[src/rtl/cpu_arb_pkg.sv]
// Shared types and helpers for the multi-cpu data channel arbiter.
package cpu_arb_pkg;

    localparam int DATA_W_DEFAULT = 64;
    localparam int SRC_W_MAX      = 4;

    typedef logic [DATA_W_DEFAULT-1:0] data_t;

    typedef struct packed {
        data_t                data;
        logic [SRC_W_MAX-1:0] src;
    } out_word_t;

    function automatic int src_width(input int n);
        if ($clog2(n) < 1) return 1;
        return $clog2(n);
    endfunction

endpackage

[src/rtl/cpu_arb_fifo.sv]
// Per-cpu first-word-fall-through FIFO; rdata shows the head with zero latency.
// Push is dropped when full, pop is ignored when empty.
module cpu_arb_fifo #(
    parameter int DEPTH = 4,
    parameter int WIDTH = 64
) (
    input  logic             clk,
    input  logic             rst_n,
    input  logic             push,
    input  logic [WIDTH-1:0] wdata,
    input  logic             pop,
    output logic [WIDTH-1:0] rdata,
    output logic             full,
    output logic             empty
);
    localparam int AW = $clog2(DEPTH);

    logic [AW:0]      r_wr_ptr;
    logic [AW:0]      r_rd_ptr;
    logic [WIDTH-1:0] r_mem [DEPTH];
    logic             w_wr_en;
    logic             w_rd_en;

    // Extra MSB on each pointer separates a full ring from an empty one.
    assign empty   = (r_wr_ptr == r_rd_ptr);
    assign full    = (r_wr_ptr[AW] != r_rd_ptr[AW]) &&
                     (r_wr_ptr[AW-1:0] == r_rd_ptr[AW-1:0]);
    assign w_wr_en = push && !full;
    assign w_rd_en = pop && !empty;
    assign rdata   = r_mem[r_rd_ptr[AW-1:0]];

    always_ff @(posedge clk or negedge rst_n) begin
        if (!rst_n) begin
            r_wr_ptr <= '0;
            r_rd_ptr <= '0;
        end else begin
            if (w_wr_en) r_wr_ptr <= r_wr_ptr + 1'b1;
            if (w_rd_en) r_rd_ptr <= r_rd_ptr + 1'b1;
        end
    end

    always_ff @(posedge clk) begin
        if (w_wr_en) r_mem[r_wr_ptr[AW-1:0]] <= wdata;
    end

endmodule

[src/rtl/cpu_data_arbiter.sv]
// Round-robin merge of NUM_CPU word streams into one registered valid/ready channel.
// One cycle FIFO-to-output; output holds while out_vld && !out_rdy, in_rdy drops only when a FIFO is full.
module cpu_data_arbiter
    import cpu_arb_pkg::*;
#(
    parameter  int NUM_CPU    = 4,
    parameter  int FIFO_DEPTH = 4,
    parameter  int DATA_W     = DATA_W_DEFAULT,
    localparam int SRC_W      = src_width(NUM_CPU)
) (
    input  logic                      clk,
    input  logic                      rst_n,
    input  logic [NUM_CPU-1:0]        in_vld,
    input  logic [NUM_CPU*DATA_W-1:0] in_data,
    output logic [NUM_CPU-1:0]        in_rdy,
    input  logic [NUM_CPU-1:0]        in_done,
    output logic                      out_vld,
    output logic [DATA_W-1:0]         out_data,
    output logic [SRC_W-1:0]          out_src,
    input  logic                      out_rdy,
    output logic                      all_done
);
    logic [NUM_CPU-1:0] w_full;
    logic [NUM_CPU-1:0] w_empty;
    logic [NUM_CPU-1:0] w_push;
    logic [NUM_CPU-1:0] w_pop;
    logic [DATA_W-1:0]  w_rdata [NUM_CPU];
    logic               w_load;
    logic [SRC_W:0]     w_pick;
    logic               w_grant_vld;
    logic [SRC_W-1:0]   w_grant_idx;

    logic               r_out_vld;
    logic [DATA_W-1:0]  r_out_data;
    logic [SRC_W-1:0]   r_out_src;
    logic [SRC_W-1:0]   r_rr_ptr;
    logic [NUM_CPU-1:0] r_done_seen;
    logic               r_all_done;

    // Scans downward so the candidate nearest to ptr+1 is the last one written.
    function automatic logic [SRC_W:0] rr_pick(input logic [NUM_CPU-1:0] req,
                                               input logic [SRC_W-1:0]   ptr);
        logic [SRC_W:0] res;
        int             idx;
        res = '0;
        for (int off = NUM_CPU; off >= 1; off--) begin
            idx = (int'(ptr) + off) % NUM_CPU;
            if (req[idx]) res = {1'b1, SRC_W'(idx)};
        end
        return res;
    endfunction

    assign in_rdy      = ~w_full;
    assign w_push      = in_vld & ~w_full;
    assign w_load      = !r_out_vld || out_rdy;
    assign w_pick      = rr_pick(~w_empty, r_rr_ptr);
    assign w_grant_vld = w_pick[SRC_W];
    assign w_grant_idx = w_pick[SRC_W-1:0];

    always_comb begin
        w_pop = '0;
        if (w_load && w_grant_vld) w_pop[w_grant_idx] = 1'b1;
    end

    for (genvar g = 0; g < NUM_CPU; g++) begin : g_fifo
        cpu_arb_fifo #(
            .DEPTH (FIFO_DEPTH),
            .WIDTH (DATA_W)
        ) u_fifo (
            .clk   (clk),
            .rst_n (rst_n),
            .push  (w_push[g]),
            .wdata (in_data[g*DATA_W +: DATA_W]),
            .pop   (w_pop[g]),
            .rdata (w_rdata[g]),
            .full  (w_full[g]),
            .empty (w_empty[g])
        );
    end

    always_ff @(posedge clk or negedge rst_n) begin
        if (!rst_n) begin
            r_out_vld  <= 1'b0;
            r_out_data <= '0;
            r_out_src  <= '0;
            r_rr_ptr   <= SRC_W'(NUM_CPU - 1);
        end else if (w_load) begin
            if (w_grant_vld) begin
                r_out_vld  <= 1'b1;
                r_out_data <= w_rdata[w_grant_idx];
                r_out_src  <= w_grant_idx;
                r_rr_ptr   <= w_grant_idx;
            end else begin
                r_out_vld  <= 1'b0;
            end
        end
    end

    // all_done falls again if anything is pushed after every cpu reported done.
    always_ff @(posedge clk or negedge rst_n) begin
        if (!rst_n) begin
            r_done_seen <= '0;
            r_all_done  <= 1'b0;
        end else begin
            r_done_seen <= r_done_seen | in_done;
            r_all_done  <= (&r_done_seen) && (&w_empty) && !r_out_vld;
        end
    end

    assign out_vld  = r_out_vld;
    assign out_data = r_out_data;
    assign out_src  = r_out_src;
    assign all_done = r_all_done;

endmodule

[config.mk]
export PLATFORM = sky130hd
export DESIGN_NAME = cpu_data_arbiter
export DESIGN_NICKNAME = d
export VERILOG_FILES = /design/src/rtl/cpu_arb_pkg.sv /design/src/rtl/cpu_arb_fifo.sv /design/src/rtl/cpu_data_arbiter.sv
export SDC_FILE = /design/constraint.sdc
export NUM_CORES = 1
export LEC_CHECK = 0
export BUFFER_PORTS_ARGS = -buffer_cell sky130_fd_sc_hd__buf_2
export CORE_ASPECT_RATIO = 1.2
export CORE_MARGIN = 1
export CORE_UTILIZATION = 30
export CTS_CLUSTER_DIAMETER = 50
export DETAILED_ROUTE_END_ITERATION = 10
export PLACE_DENSITY_LB_ADDON = 0.2
export REMOVE_ABC_BUFFERS = 1
export SLEW_MARGIN = 15
export SYNTH_ARGS = -nofsm -noshare
export SYNTH_HDL_FRONTEND = slang
export SYNTH_HIERARCHICAL = 1
export SYNTH_SLANG_ARGS = --single-unit
[constraint.sdc]
create_clock -name clk -period 8.08 [get_ports clk]
set_input_delay 1.616 -clock clk [delete_from_list [all_inputs] [get_ports clk]]
set_output_delay 1.616 -clock clk [all_outputs]
set_load 0.03 [all_outputs]
# == After elaboration in Yosys (flattened, before gate mapping) ==
# Memories as Yosys holds them, arrays and structs flattened.
# Index checks and enable logic that the tools add are counted.
# word_totals
ff_bits,98
ramBits,1024
inputBits,267
output_inout_bits,72
wordCells,122
n_memories,4
# classes
addsub,12
order_cmp,7
n_eq_ne,12
muxes,31
bitwise_logic,9
n_reduce_logical,33
# mem_list
name,depth,word_bits,read_ports,rd_clocked_by_memory_dff,wr,line_no,text
g_fifo[0].u_fifo.r_mem,4,64,1,0,1,cpu_arb_fifo.sv:20,logic [WIDTH-1:0] r_mem [DEPTH];
g_fifo[1].u_fifo.r_mem,4,64,1,0,1,cpu_arb_fifo.sv:20,
g_fifo[2].u_fifo.r_mem,4,64,1,0,1,cpu_arb_fifo.sv:20,
g_fifo[3].u_fifo.r_mem,4,64,1,0,1,cpu_arb_fifo.sv:20,
# ops
cell,count
$bmux 64 s2,1
$mux 64,2
$add 3x1->3 const B,8
$mux 1,18
$logic_and 1x1->1,16
$lt 3x4->1 const B,4
$eq 3x3->1,4
$mux 3,4
$logic_not 1->1,9
$bmux 1 s2,4
$eq 2x2->1,4
$not 4->4,2
$reduce_and 4->1,2
$reduce_or 2->1,4
$add 2x1->2 const B,2
$add 2x2->2 const B,2
$and 1x1->1 const A,4
$and 4x4->4,1
$mux 4,1
$ne 1x1->1,4
$or 4x4->4,1
$ge 3x3->1 const B,1
$lt 2x3->1 const B,1
$not 2->3,1
other kinds (4),4

# == Longest topological paths before layout ==
# Gate-level depths: netlist of the first run.
# logic_depth
depth_word,16
mapped_depth,14
mapped_depth_nobuf,9

# == Hierarchy ==
# Netlist of the first run, hierarchy kept.
# by_module_without_submodules
module,n_inst,cells_each,area_each_um2,seq_area_each_um2
cpu_arb_fifo (g_fifo[0].u_fifo ...),3,384,9731.8,7837.5
cpu_arb_fifo (g_fifo[1].u_fifo),1,384,9714.3,7837.5
cpu_data_arbiter,1,496,5041.1,1854.3

# == Worst setup path before layout of the first run ==
# OpenSTA, ideal clock, no wires.
# synth_path
path_kind,input-to-reg
from,input port in_vld[1]
to,memory g_fifo[1].u_fifo.r_mem[3][0] (enable)
setup_time_ns,0.452
arrival_time_ns,3.995
required_time_ns,7.628
setup_slack_ns,3.633
cell_stages,3
n_path_buf,0
path_cell_list,nor2b_1 > nand2_1 > a31oi_2
# synth_between
elab_chain_cells,4
# synth_lines
item,line_no,text
from (decl),cpu_data_arbiter.sv:13,"input logic [NUM_CPU-1:0] in_vld,"
$and 4x4->4,cpu_data_arbiter.sv:54,assign w_push = in_vld & ~w_full;
$logic_and 1x1->1,cpu_arb_fifo.sv:28,assign w_wr_en = push && !full;
$mux 1,cpu_arb_fifo.sv:43,if (w_wr_en) r_mem[r_wr_ptr[AW-1:0]] <= wdata;
$mux 1 (implied by the code),cpu_arb_fifo.sv:43,
to (decl),cpu_arb_fifo.sv:20,
# No other way between the ends.

# == Worst setup path in the final report of the first run ==
# layout_path
from,register g_fifo[1].u_fifo.r_rd_ptr[1]
to,output port in_rdy[1]
# layout_between
elab_chain_cells,3
# layout_lines
item,line_no,text
from (decl),cpu_arb_fifo.sv:19,logic [AW:0] r_rd_ptr;
from (signal assigned),cpu_arb_fifo.sv:38,if (w_rd_en) r_rd_ptr <= r_rd_ptr + 1'b1;
$eq 2x2->1,cpu_arb_fifo.sv:27,(r_wr_ptr[AW-1:0] == r_rd_ptr[AW-1:0]);
$logic_and 1x1->1,cpu_arb_fifo.sv:26,assign full = (r_wr_ptr[AW] != r_rd_ptr[AW]) &&
named net w_full[1],cpu_data_arbiter.sv:23,logic [NUM_CPU-1:0] w_full;
$not 4->4,cpu_data_arbiter.sv:53,assign in_rdy = ~w_full;
to (decl),cpu_data_arbiter.sv:15,"output logic [NUM_CPU-1:0] in_rdy,"
# The timed path passes the listed nets, and every way through them passes these cells.

==> summary by stage, run 1 <==
Status
The flow ran to the end, and the final reports show no timing, DRC or antenna violations.

Clocking
The clock insertion delay at the later pin of the skew report is 0.72 ns. After clock tree synthesis, the clock-pin slew on the worst setup and hold paths is about 0.06 ns. The maximum buffer depth of the clock tree is 3.

Counting every sink on the clock net gives between 1000 and 1500. The number of CTS-inserted buffers is roughly 120. The TritonCTS clock tree is yes. In this run the post-CTS setup repair buffer count came out at 0.

In this run the clock root is driven by a clkbuf_16. Buffers inserted to repair hold after CTS numbered 0. The H-tree depth is 3. After clock tree synthesis, the repair step resized 0 gates.

Setup path
The number of cells on the worst reg-to-reg path is 8. The worst setup path is captured at an output port. The path type of the worst setup path is reg -> out. The cell class contributing the biggest share of worst-path delay is buffers and inverters. The startpoint of the lowest-slack register-to-register path is g_fifo[1].u_fifo/r_rd_ptr[1]$_DFFE_PN0P_.

The critical path buffer and inverter count is 4. The worst setup path is launched from a flip-flop. The slowest cell on the critical path is buf_4. Walking the worst path, the cells encountered are buf_4 > xnor2_1 > nand3_1 > inv_1 > inv_1 > buf_2. The end point of the critical path is in_rdy[1].

The delay of the slowest critical-path stage is 0.75 ns. Of all nets on the critical path, the largest fanout is 58. The most critical setup path has its startpoint at g_fifo[1].u_fifo/r_rd_ptr[1]$_DFFE_PN0P_. The cell that appears most often on the critical path is inv_1. At the worst endpoint, the required time is 6.46 ns. The critical path depth in cells is 6. The flop-to-flop setup slack is 3.52 ns. The signal arrival time at the worst endpoint is around 3 ns. The endpoint identified for the worst register-to-register timing path is out_data[63]$_DFFE_PN0P_.

STA
Setup repair after global routing left no endpoint under its margin. Setup violations remaining at the end of the flow were counted as 0. The highest attainable clock frequency is 216.1 MHz.

The worst path in the final design needs a cycle of ~4.6 ns, including I/O delays and setup. Dividing the final minimum period by the clock period gives between 50% and 60%. At the pin with the least slew margin, the transition time is between 1 and 1.5 ns. The total count of max-transition violations in the final report is 0. The post-route worst hold slack is 0.4774 ns.

Setup slack closes at roughly 3.5 ns. The remaining max-slew budget at the tightest pin is 25.42%. The clock tree skew after final layout is between 0.02 and 0.025 ns. The final hold violation count is 0.

Global routing
The first-pass GRT wire length is 171.6 mm. The via count of the first global-routing pass is between 20000 and 25000. After global routing the overflow that remains totals 0.

The largest net degree at the start of global routing is roughly 100. For this run, the total global-route usage over all layers was measured as about 16%. The number of antenna violations at the first check in global routing is 93.

Drt
The final antenna-violating net count is 0. The aggregate routed wire length is around 120 mm. Dividing the detail-routed wire length by the instance count gives 27.16 um. The DRC violations left is 0. The vias per cell is between 4 and 5. The routed via count is approximately 22000. The violation count after the first detailed-route iteration is 1851. The detailed-routing iteration count for the pre-antenna-repair pass is 7.

Floorplanning
The floorplan row count is ~150. The floorplan step defined a die boundary enclosing around 150000 um^2. The floorplan die height is ~420 um. about 340 I/O pins were placed. The core area is 145100 um^2. The initial cell density of the core is between 30 and 40%. The die is ~350 um wide.

Final layout
The area growth from synthesis to layout is 17.31%. The number of nets in the layout is 2684. The number of fill cells in the layout is 13600. With fillers left out, the area of the finished cells amounts to between 50000 and 60000 um^2.

The ratio of cells with drive above 1 in the final layout is between 30 and 40%. In the layout the commonest cells are edfxtp_1 (1024), buf_2 (337), mux4_2 (256). The library cell used most frequently in the layout, excluding fill and tap cells, is edfxtp_1.

Power
Overall power consumption after layout is estimated at between 0.02 and 0.025 W. The static power due to leakage is about 17 nW. Across the VDD grid, the largest voltage drop is 0.0005759 V. For this design the ratio of total power to cell area is between 400 and 500 nW/um^2.

Yosys
Of the post-synthesis cell area, the dominant cell type holds between 60 and 70%. The synthesized netlist contains slightly above 40 unique library cells. The count of state elements after synthesis is approximately 1100.

In the synthesized netlist, the number of instances is 2032. The number of flops mapped to enable cells by yosys is a little over 1000. The count of synthesis-stage warnings from yosys is 6. For this run, asynchronously set or reset flops after synthesis account for slightly below 9%. The most common flop cell mapped by yosys is edfxtp_1. Sorting the synthesized cells by area gives the leading types as edfxtp_1 (70%), mux4_2 (13%), dfrtp_1 (5.5%).

The mean area per synthesized cell is 21.63 um^2. The post-synthesis cell type with the largest combined area is edfxtp_1. In this run the cell area of the synthesized design comes to 43950 um^2. Summing the sequential cell areas from Yosys gives approximately three quarters of the chip area.

Placed design
After legalization and detailed placement, the total HPWL measured roughly 79 mm. The congestion estimate from routability-driven global placement came to about 0.77. The placed cell area is 47700 um^2. The post-placement worst setup slack is between 3 and 4 ns.

The number of buffer cells added on primary ports is between 300 and 400.

Hold path
The worst hold path class is reg -> reg.

Job
Max-cap violations in this run came to 0.
[worst min path at each step]
stage	to	from	slack (ns)	cells after the start
6_report	r_done_seen[0]$_DFF_PN0_	r_done_seen[0]$_DFF_PN0_	0.48	1
5_1_grt	r_done_seen[0]$_DFF_PN0_	r_done_seen[0]$_DFF_PN0_	0.50	1
4_1_cts	r_done_seen[0]$_DFF_PN0_	r_done_seen[0]$_DFF_PN0_	0.47	1
3_5_place_dp	r_done_seen[0]$_DFF_PN0_	r_done_seen[0]$_DFF_PN0_	0.45	1
3_3_place_gp	r_done_seen[3]$_DFF_PN0_	r_done_seen[3]$_DFF_PN0_	0.45	1
2_1_floorplan	r_done_seen[0]$_DFF_PN0_	r_done_seen[0]$_DFF_PN0_	0.44	1
[per-layer routing]
metal  track usage, %  part of all wire, %  routed length (um)  vias up
met5                0                 0.39                 478        -
met4            5.268                  2.5                3085       76
met3            5.079                  8.2                9953      240
met2            25.40                   47               56860      707
met1            21.80                   42               50710    11430
li1                 -                    -                   -     9257
[state kept, by name, summed over array words and instances, names as in the netlist]
register	cells
out_vld	1
out_src	2
out_data	64
all_done	1
r_rr_ptr	2
g_fifo.u_fifo/r_mem	1024
g_fifo.u_fifo/r_wr_ptr	12
r_done_seen	4
g_fifo.u_fifo/r_rd_ptr	12
[stage by stage]
step                utilization (%)  std cells  TNS [ns]
floorplan                         -       1910    -31.58
global placement              32.88       4216         0
detailed placement            32.88       4216         0
CTS                           35.49       4436         0
global route                  35.51       4448         0
finish                        35.53       4458         0
[synth_stat cells (2+ instances only)]
| master | n |
|---|---|
| a211oi_1 | 8 |
| a21boi_0 | 3 |
| a21oi_1 | 18 |
| a221o_1 | 65 |
| a31oi_2 | 4 |
| and2_1 | 3 |
| and3_1 | 13 |
| buf_1 | 9 |
| buf_2 | 34 |
| buf_4 | 5 |
| buf_6 | 27 |
| buf_8 | 4 |
| clkbuf_1 | 43 |
| dfrtp_1 | 96 |
| dfstp_2 | 2 |
| edfxtp_1 | 1024 |
| ha_1 | 20 |
| inv_1 | 21 |
| mux2_2 | 64 |
| mux2i_1 | 64 |
| mux4_2 | 256 |
| nand2_1 | 17 |
| nand2b_1 | 11 |
| nand3_1 | 133 |
| nand4_1 | 2 |
| nor2_1 | 6 |
| nor2b_1 | 5 |
| nor3_1 | 9 |
| o31ai_1 | 19 |
| or2_2 | 4 |
| xnor2_1 | 20 |
| xor2_1 | 9 |
| xor2_2 | 4 |
| xor2_4 | 3 |
[area by class of cell]
cell class	instances	area [um^2]	area share (%)
diodes	22	55.05	0.1068
clock buffers	154	3178	6.164
clock inverters	66	620.6	1.204
inverters	22	82.58	0.1602
multi-input cells	766	10020	19.44
flip-flops and latches	1122	33230	64.46
well taps	1937	2424	4.701
repair buffers	369	1943	3.769
[cell families (layout without fill, tap and decap cells)]
group	count (synthesis)	count (layout)	synth area share, %
adder cells (fa/ha/maj)	20	20	0.5694
flip-flops	1122	1122	75.55
other	0	22	0
multiplexers	384	384	16.22
buffers and inverters	144	611	1.933
XOR/XNOR	36	36	0.9138
AO/OA/AOI/OAI	123	123	2.465
AND/OR/NAND/NOR	203	203	2.354
[power by group]
| part | switching (W) | total (W) | internal, W |
|---|---|---|---|
| sequential | 0.000753 | 0.00867 | 0.00791 |
| combinational | 0.00434 | 0.00718 | 0.00284 |
| clock | 0.00229 | 0.00527 | 0.00299 |
No activity file was read; power rests on OpenSTA's default activity.
==> run 2: changes to the inputs <==
- clock period: 8.08 -> 4.5 ns (I/O delays scaled with it)
==> run 2 against run 1 <==
Worst setup slack got worse by 2.7 ns. Critical endpoint is now out_data[51]$_DFFE_PN0P_. Largest cell class unchanged. Sequential power rose by 75%. Largest power group unchanged. Via count rose by 1.9%.
==> summary by stage, run 2 (same netlist as run 1, synthesis figures left out) <==
STA
The final-report setup violation count is 0 (unchanged). The clock tree skew after final layout is 0.02359 ns (+0.0005348 ns). The highest attainable clock frequency is around 260 MHz. Setup repair after global routing left no endpoint under its margin. The clock period minus worst slack is ~3.8 ns. The final hold violation count came to 0 (unchanged). The slack of the critical path is 0.7263 ns (-2.726 ns). The total count of max-transition violations in the final report is 0 (unchanged). The share of the cycle needed by the critical path after routing is a little over four fifths.

The transition time at the pin with the least slew margin is 1.198 ns (+0.07898 ns). The remaining max-slew budget at the tightest pin is 20.16% (-5.3 points).

Job
The max-cap violation count is 0 (unchanged).

Setup path
The worst setup path is captured at a flip-flop. The startpoint of the lowest-slack register-to-register path is g_fifo[3].u_fifo/r_wr_ptr[2]$_DFFE_PN0P_. The signal arrival time at the worst endpoint is 4.45 ns (+1.44 ns). The flop-to-flop setup slack was 0.73 ns (-2.79 ns). The origin of the worst setup path is g_fifo[3].u_fifo/r_wr_ptr[2]$_DFFE_PN0P_. The delay of the slowest critical-path stage is 0.77 ns (+0.02 ns). The slowest cell on the critical path is nor3_1. Traced cell by cell, the critical path runs through xor2_2 > nor3_1 > a2bb2oi_1 > a221o_4 > buf_4 > nand3_1 > mux2i_1 > a221o_1. The data required time at the worst endpoint came to 5.18 ns (-1.28 ns).

The critical path buffer and inverter count was 1 (-3). The path type of the worst setup path is reg -> reg. In this design, the largest share of critical-path delay is due to compound AO/OA/AOI/OAI gates. The depth of the worst register-to-register path is 8 (unchanged).

The maximum fanout count along the critical path is 45 (-22%). In this run the critical register-to-register path is captured at out_data[51]$_DFFE_PN0P_. STA classifies the critical path startpoint as a flip-flop.

Global routing
The number of antenna violations at the first check in global routing came to 89 (-4.3%). The via count of the first global-routing pass was 23070 (+1.9%). The overall track demand over capacity in global routing came to 16.96% (+0.58 points). The first-pass GRT wire length was 175.9 mm (+2.5%). The largest net degree at the start of global routing came to 78 (-25%). The leftover overflow at the end of global routing is 0 (unchanged).

Final layout
The sequential cell area was 33230 um^2 (unchanged). The number of flip-flops under the largest register name is 1024 (unchanged). The number of nets in the layout is 2730 (+1.7%). The multi-input gate area in the final layout is 10020 um^2 (unchanged).

The design area is 52510 um^2 (+1.8%). The ratio of cells with drive above 1 in the final layout is 37.80% (+1.1 points). Leaving out fill and tap cells, the most frequent cells in the layout are edfxtp_1 (1024), buf_2 (337), mux4_2 (256). The final standard cell utilization of the core is 36.18% (+0.65 points).

The area added between synthesis and finish is 19.46%. The most common library cell in the layout ignoring fill and taps is edfxtp_1. The number of fill cells in the layout is 13540 (-0.46%).

Clocking
The maximum buffer depth of the clock tree is 3 (unchanged). The number of resized instances in the post-cts repair step was 0 (unchanged). The number of sinks handled by clock tree synthesis is 1122 (unchanged). The count of buffers added by post-CTS timing repair for setup is 0 (unchanged). The H-tree depth was 4 (+1). The root buffer cell chosen for the clock tree is clkbuf_16. TritonCTS built the clock tree.

The clock insertion delay at the later pin of the skew report is 0.75 ns (+0.03 ns). The count of hold buffers inserted by post-cts repair was 0 (unchanged). The number of CTS-inserted buffers is 133 (+15%). The CTS clock-pin slew for the worst setup and hold paths is 0.06 ns (about the same).

Power
The total power after layout is 0.03947 W (+87%). The cell area power density is 751.8 nW/um^2 (+84%). The largest vdd supply drop is 0.0007012 V (+22%). The static power due to leakage is 17.51 nW (+2.8%).

Drt
The routed via count was 22120 (+1.9%). The routed wirelength normalized by instance count is 27.73 um (+2.1%). The violation count after the first detailed-route iteration is 1816 (-1.9%). The DRC violations left is 0 (unchanged). The detailed-routing iteration count for the pre-antenna-repair pass came to 5 (-2). The aggregate routed wire length came to 125.2 mm (+3.4%). The vias per cell is 4.902 (+0.67%). The final antenna-violating net count is 0 (unchanged).

Floorplanning
The overall die width is 351.4 um (unchanged). The initial cell density of the core was 30.29% (unchanged). The floorplan row count was 153 (unchanged). The total die area is 148000 um^2 (unchanged). The boundary pin count is 339 (unchanged).

The floorplan die height is 421.3 um (unchanged). The core area was 145100 um^2 (unchanged).

Placed design
The number of buffer cells added on primary ports is 338 (unchanged). The post-placement worst setup slack was 0.7661 ns (-2.616 ns). The final HPWL from detailed placement was 82.52 mm (+4.8%). The placed cell area came to 48120 um^2 (+0.88%).

The routability congestion estimate from global placement is 0.7532 (-2.2%).

Hold path
The min-delay analysis places its worst path in the category in -> async.

Status
The run finished with clean final reports.
[run 2: cell types whose count changed in the layout (fill, tap and decap cells not counted), sizes merged]
cell      before  now
inv           32   37
clkinvlp      11    6
clkinv        39   48
diode         22   26
buf          369  398
clkbuf       154  164
bufinv         6    9
[run 2: area by class of cell]
| cell class | count | area share, % |
|---|---|---|
| clock buffers | 164 | 6.858 |
| diodes | 26 | 0.1239 |
| inverters | 22 | 0.1573 |
| clock inverters | 78 | 1.365 |
| well taps | 1937 | 4.616 |
| multi-input cells | 766 | 19.09 |
| repair buffers | 398 | 4.497 |
| flip-flops and latches | 1122 | 63.30 |
[run 2: metal layers]
layer | up-vias | GRT usage (%) | wire (um)
met2 | 650 | 26.70 | 59870
met3 | 257 | 5.048 | 9309
met4 | 66 | 5.942 | 3539
met1 | 11780 | 22.16 | 52020
li1 | 9364 | - | -
met5 | - | 0 | 418
[run 2: per-stage QoR]
step           TNS (ns)  hold WS, ns  instances
2_1_floorplan  -1851.95       0.4364       1910
3_3_place_gp          0       0.4505       4245
3_5_place_dp          0       0.4611       4245
4_1_cts               0       0.2715       4487
5_1_grt               0       0.3071       4502
6_report              0       0.2517       4513
[run 2: worst max path at each step]
stage,endpoint,slack (ns),depth (start not counted)
floorplan,g_fifo[2].u_fifo/r_rd_ptr[1]$_DFFE_PN0P_,-4.35,9
global placement,out_data[51]$_DFFE_PN0P_,0.77,8
detailed placement,out_data[51]$_DFFE_PN0P_,0.77,8
CTS,in_rdy[3],0.60,6
global route,in_rdy[3],0.53,6
finish,out_data[51]$_DFFE_PN0P_,0.73,8
[run 2: report_power, final]
| group | leakage, nW | total (W) | switching (W) | internal (W) |
|---|---|---|---|---|
| sequential | 10.5 | 0.0152 | 0.00102 | 0.0142 |
| combinational | 4.87 | 0.0137 | 0.00837 | 0.00536 |
| clock | 2.12 | 0.0105 | 0.00428 | 0.00625 |
==> run 3: changes to the inputs <==
- clock period: 4.5 -> 3.38 ns (I/O delays scaled with it)
==> run 3 against run 2 <==
Register-to-register slack got worse by 0.61 ns. Sequential power increased by 33%. Die area stayed put. Final cell count rose by 0.42%. Global-route usage shrank 0.12 points. Power up 34%. Critical path depth grew 2. Via count rose by 1.3%. Combinational power rose by 39%. Count of clock-buffer cells in the layout grew 1. Non-clock buffer count rose by 32. Highest routed layer unchanged.
==> summary by stage, run 3 (same netlist as run 1, synthesis figures left out) <==
Status
The flow ran to the end, and the final reports show no timing, DRC or antenna violations.

Setup path
Traced cell by cell, the critical path runs through xor2_4 > nor3_1 > buf_4 > inv_2 > a211o_1 > a32oi_4 > buf_12 > buf_12 > mux2i_1 > a221o_1. The critical path buffer and inverter count came to 4 (+3). The path type of the worst setup path is reg -> reg.

Following the worst setup path forward leads to its endpoint at out_data[43]$_DFFE_PN0P_. The depth of the worst register-to-register path is 10 (+2). The slowest cell on the critical path is mux2i_1. The maximum fanout count along the critical path was 25 (-44%).

STA classifies the critical path endpoint as a flip-flop. The critical path depth in cells is 10 (+2). The data required time at the worst endpoint is 4.06 ns (-1.12 ns). The signal arrival time at the worst endpoint is 3.95 ns (-0.50 ns).

The endpoint of the lowest-slack register-to-register path is out_data[43]$_DFFE_PN0P_. The flop-to-flop setup slack is 0.11 ns (-0.61 ns). The startpoint of the lowest-slack register-to-register path is g_fifo[3].u_fifo/r_wr_ptr[0]$_DFFE_PN0P_. Counting stages on the worst path, the most repeated cell is buf_12. The cell family contributing the most delay on the critical path is compound AO/OA/AOI/OAI gates. The origin of the worst setup path is g_fifo[3].u_fifo/r_wr_ptr[0]$_DFFE_PN0P_. The delay of the slowest critical-path stage came to 0.53 ns (-0.24 ns). The element type at the critical path start is a flip-flop.

Global routing
The overall track demand over capacity in global routing is 16.84% (-0.12 points). The largest net degree at the start of global routing was 87 (+12%). The leftover overflow at the end of global routing is 0 (unchanged).

The via count of the first global-routing pass is 23150 (+0.33%). The first-pass GRT wire length is 175.5 mm (-0.24%). The number of antenna violations at the first check in global routing is 94 (+5.6%).

Drt
The routed wirelength normalized by instance count is 27.33 um (-1.5%). The met3 wire length is 8.945 mm (-3.9%). The routed via count was 22420 (+1.3%). The final antenna-violating net count is 0 (unchanged). The vias per cell is 4.946 (+0.91%).

The DRC violations left is 0 (unchanged). The violation count after the first detailed-route iteration is 1890 (+4.1%). The uppermost metal layer occupied by signal nets is met5. The wire length the detailed router placed on met1 is 53.09 mm (+2.1%). The detailed-routing iteration count for the pre-antenna-repair pass is 5 (unchanged). The detailed-routed wire length on met2 is 58.59 mm (-2.1%). The aggregate routed wire length is 123.9 mm (-1.0%).

Floorplanning
The core area is 145100 um^2 (unchanged). The floorplan die height is 421.3 um (unchanged). The overall die width is 351.4 um (unchanged).

The boundary pin count was 339 (unchanged). The floorplan row count is 153 (unchanged). The total die area is 148000 um^2 (unchanged). The initial cell density of the core is 30.29% (unchanged).

Clocking
TritonCTS built the clock tree. The cell chosen for the clock root is clkbuf_16. The H-tree depth came to 4 (unchanged).

The CTS clock-pin slew for the worst setup and hold paths came to 0.06 ns (about the same). The clock insertion delay at the later pin of the skew report is 0.75 ns (about the same). The number of sinks handled by clock tree synthesis is 1122 (unchanged).

The number of CTS-inserted buffers came to 130 (-2.3%). The maximum buffer depth of the clock tree is 3 (unchanged). The count of buffers added by post-CTS timing repair for setup is 0 (unchanged).

Final layout
The number of nets in the layout was 2759 (+1.1%). The number of fill cells in the layout is 13470 (-0.52%). The area added between synthesis and finish is 20.60%. The ratio of cells with drive above 1 in the final layout was 38.32% (+0.52 points).

The number of flip-flops under the largest register name was 1024 (unchanged). In the layout the commonest cells are edfxtp_1 (1024), buf_2 (337), mux4_2 (256). The most common library cell in the layout ignoring fill and taps is edfxtp_1.

STA
Setup repair after global routing left no endpoint under its margin. The transition time at the pin with the least slew margin is 0.7909 ns (-0.4068 ns). The clock period minus worst slack was 3.268 ns (-0.5057 ns). The share of the cycle needed by the critical path after routing is 96.69% (+13 points). The clock tree skew after final layout was 0.02444 ns (+0.0008557 ns). The final-report setup violation count is 0 (unchanged). The post-route worst hold slack is 0.1266 ns (-0.1251 ns). The total count of max-transition violations in the final report came to 0 (unchanged).

The setup TNS is 0 ns (unchanged). The final hold violation count came to 0 (unchanged). The remaining max-slew budget at the tightest pin is 46.87% (+27 points). The highest attainable clock frequency is 306.0 MHz (+15%).

Power
The cell area power density is 998.3 nW/um^2 (+33%). The total power after layout came to 0.05292 W (+34%). The largest vdd supply drop came to 0.0005682 V (-19%).

The static power due to leakage is 17.70 nW (+1.1%).

Job
The max-cap violation count was 0 (unchanged).

Placed design
The final HPWL from detailed placement is 82.51 mm (about the same). The number of buffer cells added on primary ports was 338 (unchanged). The routability congestion estimate from global placement is 0.7688 (+2.1%).

Hold path
The worst hold path class is in -> reg.
[run 3: changes by cell type in the layout (fill, tap and decap cells not counted), sizes merged]
cell         before  now
inv              37   35
diode            26   17
dlygate4sd3       0    1
clkbuf          164  165
clkinv           48   46
bufinv            9    8
buf             398  429
[run 3: timing repair]
| action | 4_1_cts | 5_1_grt |
|---|---|---|
| hold endpoints to repair | 0 | 28 |
| resized for setup | 2 | 4 |
| pin swaps | 0 | 0 |
| endpoints found under the setup margin | 1 | 2 |
| hold buffers | 0 | 1 |
[run 3: through the flow]
step	cells	worst slack (ns)	util (%)	cell area, um^2
after detailed placement	4275	0.1192	33.54	48670
after CTS	4513	0.08302	36.46	52910
final	4532	0.1119	36.53	53000
after floorplan	1910	-5.474	-	43180
after global placement	4275	0.1254	33.54	48670
after global routing	4526	0.02449	36.52	52990
[run 3: how the worst min path moves through the flow]
stage	slack (ns)	depth (start not counted)	startpoint	end
finish	0.13	2	in_done[2]	r_done_seen[2]$_DFF_PN0_
global route	0.09	2	in_done[1]	r_done_seen[1]$_DFF_PN0_
CTS	0.06	2	in_done[2]	r_done_seen[2]$_DFF_PN0_
detailed placement	0.46	1	r_done_seen[3]$_DFF_PN0_	r_done_seen[3]$_DFF_PN0_
global placement	0.45	1	r_done_seen[0]$_DFF_PN0_	r_done_seen[0]$_DFF_PN0_
floorplan	0.38	0	rst_n	all_done$_DFF_PN0_
[run 3: power breakdown]
part | leakage, nW | internal [W] | switching (W) | total, W
clock network | 2.05 | 0.00808 | 0.00569 | 0.0138
logic | 5.14 | 0.00787 | 0.0111 | 0.0190
registers | 10.5 | 0.0189 | 0.00129 | 0.0202
total | 17.7 | 0.0348 | 0.0181 | 0.0529
[run 3: area by class of cell]
type	instances	area (um^2)	area share [%]
flip-flops and latches	1122	33230	62.70
multi-input cells	766	10050	18.96
clock buffers	165	3530	6.659
repair buffers	430	2949	5.564
well taps	1937	2424	4.572
clock inverters	73	690.7	1.303
inverters	22	82.58	0.1558
diodes	17	42.54	0.08026
[run 3: layer usage]
metal,up-vias,track usage [%]
li1,9434,-
met1,11900,22.87
met2,746,26.00
met3,270,4.787
met4,72,5.261
met5,-,0
